## src/rtl/byte_fifo_sync.sv

```systemverilog
// -----------------------------------------------------------------------------
// byte_fifo_sync
//
// Single-clock byte FIFO that queues command and response bytes between a bus
// frontend and a byte-serial link. Storage is a circular buffer addressed by
// free-running read/write pointers that wrap from DEPTH-1 back to 0.
//
// Read data is registered: a read accepted at one edge presents its byte on
// dout together with a one-cycle valid strobe after that edge. The consumer
// therefore does not need its own "delayed empty" flop.
//
// Ports
//   clk        in   1       clock, all state updates on the rising edge
//   rst        in   1       asynchronous active-high reset
//   wr_en      in   1       write request
//   din        in   WIDTH   write data, sampled with wr_en
//   full       out  1       FIFO holds DEPTH entries
//   rd_en      in   1       read request
//   dout       out  WIDTH   registered read data (holds when no read)
//   valid      out  1       dout carries a newly popped entry this cycle
//   empty      out  1       FIFO holds zero entries
//   count      out  AW+1    current occupancy, 0..DEPTH
//   overflow   out  1       one-cycle pulse, write rejected because full
//   underflow  out  1       one-cycle pulse, read rejected because empty
// -----------------------------------------------------------------------------
module byte_fifo_sync #(
    parameter int WIDTH = 8,
    parameter int DEPTH = 16,
    parameter int AW    = $clog2(DEPTH)
) (
    input  logic             clk,
    input  logic             rst,
    input  logic             wr_en,
    input  logic [WIDTH-1:0] din,
    output logic             full,
    input  logic             rd_en,
    output logic [WIDTH-1:0] dout,
    output logic             valid,
    output logic             empty,
    output logic [AW:0]      count,
    output logic             overflow,
    output logic             underflow
);

    // Occupancy value that means "completely full", sized to the count.
    localparam logic [AW:0] LP_FULL_COUNT = (AW+1)'(DEPTH);
    localparam logic [AW:0] LP_ZERO_COUNT = {(AW+1){1'b0}};
    localparam logic [AW:0] LP_ONE_COUNT  = (AW+1)'(1);
    localparam logic [AW-1:0] LP_PTR_ONE  = AW'(1);

    // Storage; contents are don't-care after reset, so no reset is applied.
    logic [WIDTH-1:0] r_mem [DEPTH];

    logic [AW-1:0]    r_wr_ptr;
    logic [AW-1:0]    r_rd_ptr;
    logic [AW:0]      r_count;
    logic             r_empty;
    logic             r_full;
    logic [WIDTH-1:0] r_dout;
    logic             r_valid;
    logic             r_overflow;
    logic             r_underflow;

    logic             w_wr_acc;
    logic             w_rd_acc;
    logic [AW:0]      w_count_nxt;
    logic [AW-1:0]    w_wr_ptr_nxt;
    logic [AW-1:0]    w_rd_ptr_nxt;

    // Accept decisions are made from the pre-edge flags only, so a full FIFO
    // never reuses space freed by a same-cycle read, and an empty FIFO never
    // bypasses a same-cycle write to dout.
    assign w_wr_acc = wr_en & ~r_full;
    assign w_rd_acc = rd_en & ~r_empty;

    // Next occupancy and pointer values from the accepted operations.
    always_comb begin
        w_count_nxt  = r_count;
        w_wr_ptr_nxt = r_wr_ptr;
        w_rd_ptr_nxt = r_rd_ptr;

        case ({w_wr_acc, w_rd_acc})
            2'b10:   w_count_nxt = r_count + LP_ONE_COUNT;
            2'b01:   w_count_nxt = r_count - LP_ONE_COUNT;
            default: w_count_nxt = r_count;
        endcase

        if (w_wr_acc) begin
            w_wr_ptr_nxt = r_wr_ptr + LP_PTR_ONE;
        end else begin
            w_wr_ptr_nxt = r_wr_ptr;
        end

        if (w_rd_acc) begin
            w_rd_ptr_nxt = r_rd_ptr + LP_PTR_ONE;
        end else begin
            w_rd_ptr_nxt = r_rd_ptr;
        end
    end

    // Memory write port; only accepted writes touch storage.
    always_ff @(posedge clk) begin
        if (w_wr_acc) begin
            r_mem[r_wr_ptr] <= din;
        end
    end

    // Pointers, occupancy and flags. The flags are registered from the next
    // count so they always equal a decode of the registered count.
    always_ff @(posedge clk or posedge rst) begin
        if (rst) begin
            r_wr_ptr <= {AW{1'b0}};
            r_rd_ptr <= {AW{1'b0}};
            r_count  <= LP_ZERO_COUNT;
            r_empty  <= 1'b1;
            r_full   <= 1'b0;
        end else begin
            r_wr_ptr <= w_wr_ptr_nxt;
            r_rd_ptr <= w_rd_ptr_nxt;
            r_count  <= w_count_nxt;
            r_empty  <= (w_count_nxt == LP_ZERO_COUNT);
            r_full   <= (w_count_nxt == LP_FULL_COUNT);
        end
    end

    // Registered read data path; dout holds its value when nothing is popped.
    always_ff @(posedge clk or posedge rst) begin
        if (rst) begin
            r_dout  <= {WIDTH{1'b0}};
            r_valid <= 1'b0;
        end else if (w_rd_acc) begin
            r_dout  <= r_mem[r_rd_ptr];
            r_valid <= 1'b1;
        end else begin
            r_dout  <= r_dout;
            r_valid <= 1'b0;
        end
    end

    // Error pulses for rejected requests; they never affect stored data.
    always_ff @(posedge clk or posedge rst) begin
        if (rst) begin
            r_overflow  <= 1'b0;
            r_underflow <= 1'b0;
        end else begin
            r_overflow  <= wr_en & r_full;
            r_underflow <= rd_en & r_empty;
        end
    end

    assign full      = r_full;
    assign empty     = r_empty;
    assign count     = r_count;
    assign dout      = r_dout;
    assign valid     = r_valid;
    assign overflow  = r_overflow;
    assign underflow = r_underflow;

endmodule

```

## config.mk

```make
export PLATFORM = sky130hd
export DESIGN_NAME = byte_fifo_sync
export DESIGN_NICKNAME = d
export VERILOG_FILES = /design/src/rtl/byte_fifo_sync.sv
export SDC_FILE = /design/constraint.sdc
export NUM_CORES = 1
export LEC_CHECK = 0
export BUFFER_PORTS_ARGS = -buffer_cell sky130_fd_sc_hd__buf_2
export CAP_MARGIN = 20
export CORE_MARGIN = 2
export CORE_UTILIZATION = 61
export DETAILED_ROUTE_END_ITERATION = 8
export PLACE_DENSITY = 0.8
export SLEW_MARGIN = 10
export SYNTH_ARGS = -nofsm -noshare
export SYNTH_HDL_FRONTEND = slang
export SYNTH_SLANG_ARGS = --single-unit
```

## constraint.sdc

```tcl
create_clock -name clk -period 2.72 [get_ports clk]
set_input_delay 0.136 -clock clk [delete_from_list [all_inputs] [get_ports clk]]
set_output_delay 0.136 -clock clk [all_outputs]
set_load 0.05 [all_outputs]
```

Yosys cells after proc, flatten, opt, wreduce, memory -nomap -nowiden
Memories as Yosys holds them, arrays and structs flattened. A register that Yosys moved wholly into a read port is not among the register bits.
Cells that the tools add are included.
Word-level totals
  register bits after elaboration: 18
  RAM bits: 128
  input port bits: 12
  output and inout bits: 18
  word-level logic and storage cells: 27
  memories: 1
Operators by class
  add/subtract/negate cells: 4
  eq/ne operators: 3
  mux-type cells: 4
  bitwise operators: 6
  reduce and logical (&&, ||, !) cells: 1
Memories
  r_mem: depth 16, bits a word 8, read ports 1, clocked after memory_dff 1, wr ports 1, line 52  | logic [WIDTH-1:0] r_mem [DEPTH];
Operators with widths (number)
  $pmux W5 S2: 1
  $add A4 B1 Y4 const B: 2
  $add A5 B1 Y5 const B: 1
  $eq A5 B5 Y1 const B: 1
  $logic_not A5 Y1: 1
  $sub A5 B1 Y5 const B: 1
  $and A1 B1 Y1: 4
  $mux W1: 3
  $eq A2 B1 Y1 const B: 1
  $eq A2 B2 Y1 const B: 1
  $not A1 Y1: 2

Logic depth before layout (Yosys ltp)
  depth after elaboration: 5
  depth in mapped cells: 11
  depth with buffers taken out: 10

Worst setup path after synthesis
Ideal clock, no wire load.
  path kind: register to register
  start point: register r_empty, in the netlist empty
  end point: register r_full, in the netlist full
  library setup time: 0.088 ns
  arrival time: 2.669 ns
  data required time: 2.632 ns
  slack: -0.037 ns
  stages on the path, launching flop included: 12
  path buffers: 1
  period minus slack after synthesis: 2.757 ns
  path through: dfstp_2 nand2b_1 buf_2 clkinv_1 ha_1 xor2_1 ha_1 a21oi_1 mux2i_1 xnor2_1 nand2_1 nor3b_1
Between the ends
  cells in the longest elaborated chain, start to end: 5
  elaborated cells on any way between the ends: 6
  those cells by class: eq/ne: 3; mux: 1; bitwise: 2
RTL lines
  from (decl): line 57  | logic r_empty;
  from (signal assigned): line 121  | r_empty <= (w_count_nxt == LP_ZERO_COUNT);
  $not A1 Y1 *: line 74  | assign w_rd_acc = rd_en & ~r_empty;
  $and A1 B1 Y1 *: line 74
  named net w_rd_acc: line 65  | logic w_rd_acc;
  $eq A2 B1 Y1 / $eq A2 B2 Y1 (equally long branches): line 82  | case ({w_wr_acc, w_rd_acc})
  $pmux W5 S2 *: line 82
  $eq A5 B5 Y1 *: line 122  | r_full <= (w_count_nxt == LP_FULL_COUNT);
  to (signal assigned): line 122
  to (decl): line 58  | logic r_full;
Mark *: on every way through the listed nets, which the timed path passes. The rest lies on a longest branch.
A chain may end at the register's enable or synchronous reset.

Worst setup path after layout
Same ends and word-level chain as after synthesis.

==> qor.yml <==
htreeDepth: 4
synth_nets: 387
required_ns: 3.15
cts.sinks: 154
power_density_nw_per_um2: 1110
routed_via_density: 6.01
use_met3_pct: 4.45
num_vias: 3420
gp_congestion: 0.800
critPathKind: "reg -> reg"
slew_violations: 0
worst_setup_path_start_kind: "register"
multi_input_area_um2: 1670
yosysWarnings: 0
area_growth_pct: 15.4
internal_power_mw: 5.19
rsz0062_at_grt: "no"
drv_cap: 0
ys_seq_elements: 154
synth_top_area_share_pct: 61.1
power_mw: 8.05
antenna_found_initial: 0
yosysSeqAreaShare_pct: 71.4
row_count: 37
grt_max_degree: 33
preCtsSetupSlack_ns: 0.170
drc: 0
grt_overflow: 0
p_switching_mw: 2.86
finalHoldViolCount: 0
fill_cells: 636
hpwl_um: 7540
grt_usage_pct: 24.1
status: "finished, final reports clean"
fin_crit_sh_pct: 91.8
synthTopCellsByArea: "edfxtp_1, dfrtp_1, mux4_2"
min_path_type: "in -> async"
die_area_um2: 11100
grt_pass1_vias: 3412
p_leak_nw: 2.61
cts_tree: "yes"
first_iter_violations: 374
register_area_um2: 4500
io_pins: 30
fin_nets: 440
p_clk_share_pct: 28.1
crit_fanout: 10
max_freq_ghz: 0.400
portBuffers: 29
pwr-share-comb_pct: 31.8
p_sw_share_pct: 35.5
cts.reportedPaths.clkPinSlew_ns: 0.06
antennaDiodeCount: 0
clk_latency_ns: 0.53
layout-drive-gt1-share_pct: 22.2
syn_area_per_cell_um2: 17.2
synth_ff_type: "edfxtp_1"
arrival_ns: 2.93
synthArstFlopShare_pct: 16.9
grt.met1_usage_pct: 33.9
grtUsageMet2_pct: 38.0
fin_worst_skew_ns: 0.00925
root_buffer: "clkbuf_8"
wirelength_um: 12500
setup_viol: 0
cts_max_path_buffers: 2
synth_edf_count: 128
postRouteAntennaNets: 0
post-cts-setup-buffers: 0
core_um2: 10200
finalCriticalPeriod_ns: 2.50
cts_made_buffers: 17
synth_cells: 367
grt_first_pass_wirelength_um: 19100
setup_tns_ns: 0
first_pass_iters: 5
die_h_um: 106
seq_power_share_pct: 40.0
synth_cell_types: 43
initial_core_util_pct: 61.8
mappedNetlistArea_um2: 6290
end_kind: "register"
peakVddDrop_uv: 576
holdWs_ns: 0.229
busiest_layer: "met2"
yosysTopAreaCell: "edfxtp_1"
setup_ws_ns: 0.222
worst_pin_slew_ns: 0.556
slew_headroom_pct: 62.9
die_w_um: 106
wl_per_cell_um: 22.0
state kept, by name, indices dropped and copies added (netlist names):
signal	count
dout	8
r_rd_ptr	4
underflow	1
valid	1
count	5
full	1
r_mem	128
empty	1
overflow	1
r_wr_ptr	4
power groups by stage:
stage	logic (mW)	registers, mW	clock network, mW
global route	2.74	3.26	2.39
CTS	2.57	3.21	2.28
detailed placement	2.52	3.25	0
global placement	2.45	3.23	0
finish	2.56	3.22	2.26
floorplan	1.61	3.55	0
cell families after synthesis:
family          count (synthesis)  share of synthesized area, %
flops                         154                          71.4
buf+inv                        23                          2.17
simple gates                   82                          7.14
xor+xnor                       11                          1.65
fa+ha+maj                       8                          1.59
compound gates                 46                          4.75
mux                            43                          11.3
per-layer routing:
layer  share of wire (%)  vias to the layer above
li1                    -                     1529
met1                  40                     1709
met2                  51                      161
met3                 7.7                       21
met4                 2.0                        0
met5                   0                        -
critical path, cell delays in order (launching register included):
cell and delay, ns:
dfstp_2 0.53, nand2b_1 0.14, clkinv_2 0.15, ha_2 0.26, xor2_1 0.18, ha_1 0.23, a21oi_1 0.19, mux2i_1 0.25
xnor2_1 0.16, nand2_1 0.09, nor3b_1 0.22
cells in the mapped netlist, drive strengths merged (9+ instances only):
cell type	count
nor2b	17
and2	18
nor2	11
nand2	15
mux2i	20
buf	14
edfxtp	128
a21oi	12
xnor2	9
mux4	21
dfrtp	25
path summary, 6_finish.rpt:
path,start,cells past startpoint,endpoint,slack (ns)
setup / recovery,empty$_DFF_PP1_,10,full$_DFF_PP0_,0.22
hold / removal,rst,4,underflow$_DFF_PP0_,0.23
setup reg to reg,empty$_DFF_PP1_,10,full$_DFF_PP0_,0.22
hold reg to reg,full$_DFF_PP0_,1,overflow$_DFF_PP0_,0.51
max in group asynchronous,rst,4,empty$_DFF_PP1_,2.19
min in group clk,wr_en,3,overflow$_DFF_PP0_,0.37
placed cells by master, fill, tap and decap left out, types with 6 or more instances in the layout:
cell type | netlist | layout
a21oi_1 | 12 | 12
ha_1 | 8 | 7
nand2_1 | 15 | 15
inv_6 | 0 | 6
a211oi_1 | 8 | 8
dfrtp_1 | 25 | 24
edfxtp_1 | 128 | 128
dlygate4sd3_1 | 0 | 11
mux4_2 | 17 | 17
mux2i_1 | 20 | 20
nor2_1 | 11 | 11
buf_4 | 3 | 9
nor2b_1 | 17 | 17
and2_1 | 18 | 18
buf_2 | 7 | 29
clkbuf_16 | 0 | 16
xnor2_1 | 8 | 8
inv_1 | 7 | 7
metrics by stage:
step                      area (um2)  instances  utilization [%]
after floorplan                 6300        367                -
after global placement          6570        526             64.5
after detailed placement        6570        526             64.5
after CTS                       7260        569             71.3
after global routing            7260        569             71.3
final                           7260        569             71.3
final cells by class:
class	instances	share of cell area (%)
clock inverter	14	2.07
tap	136	2.34
inverter	8	0.431
timing repair buffer	49	4.44
clock buffer	18	5.89
sequential	154	61.9
multi-input combinational	190	22.9
repair_timing:
item | CTS | global route
resized for setup | 0 | 1
endpoints found under the setup margin | 0 | 1
hold buffers | 11 | 0
hold endpoints to repair | 107 | 0
Note: power is estimated with default switching activity, not from simulation.
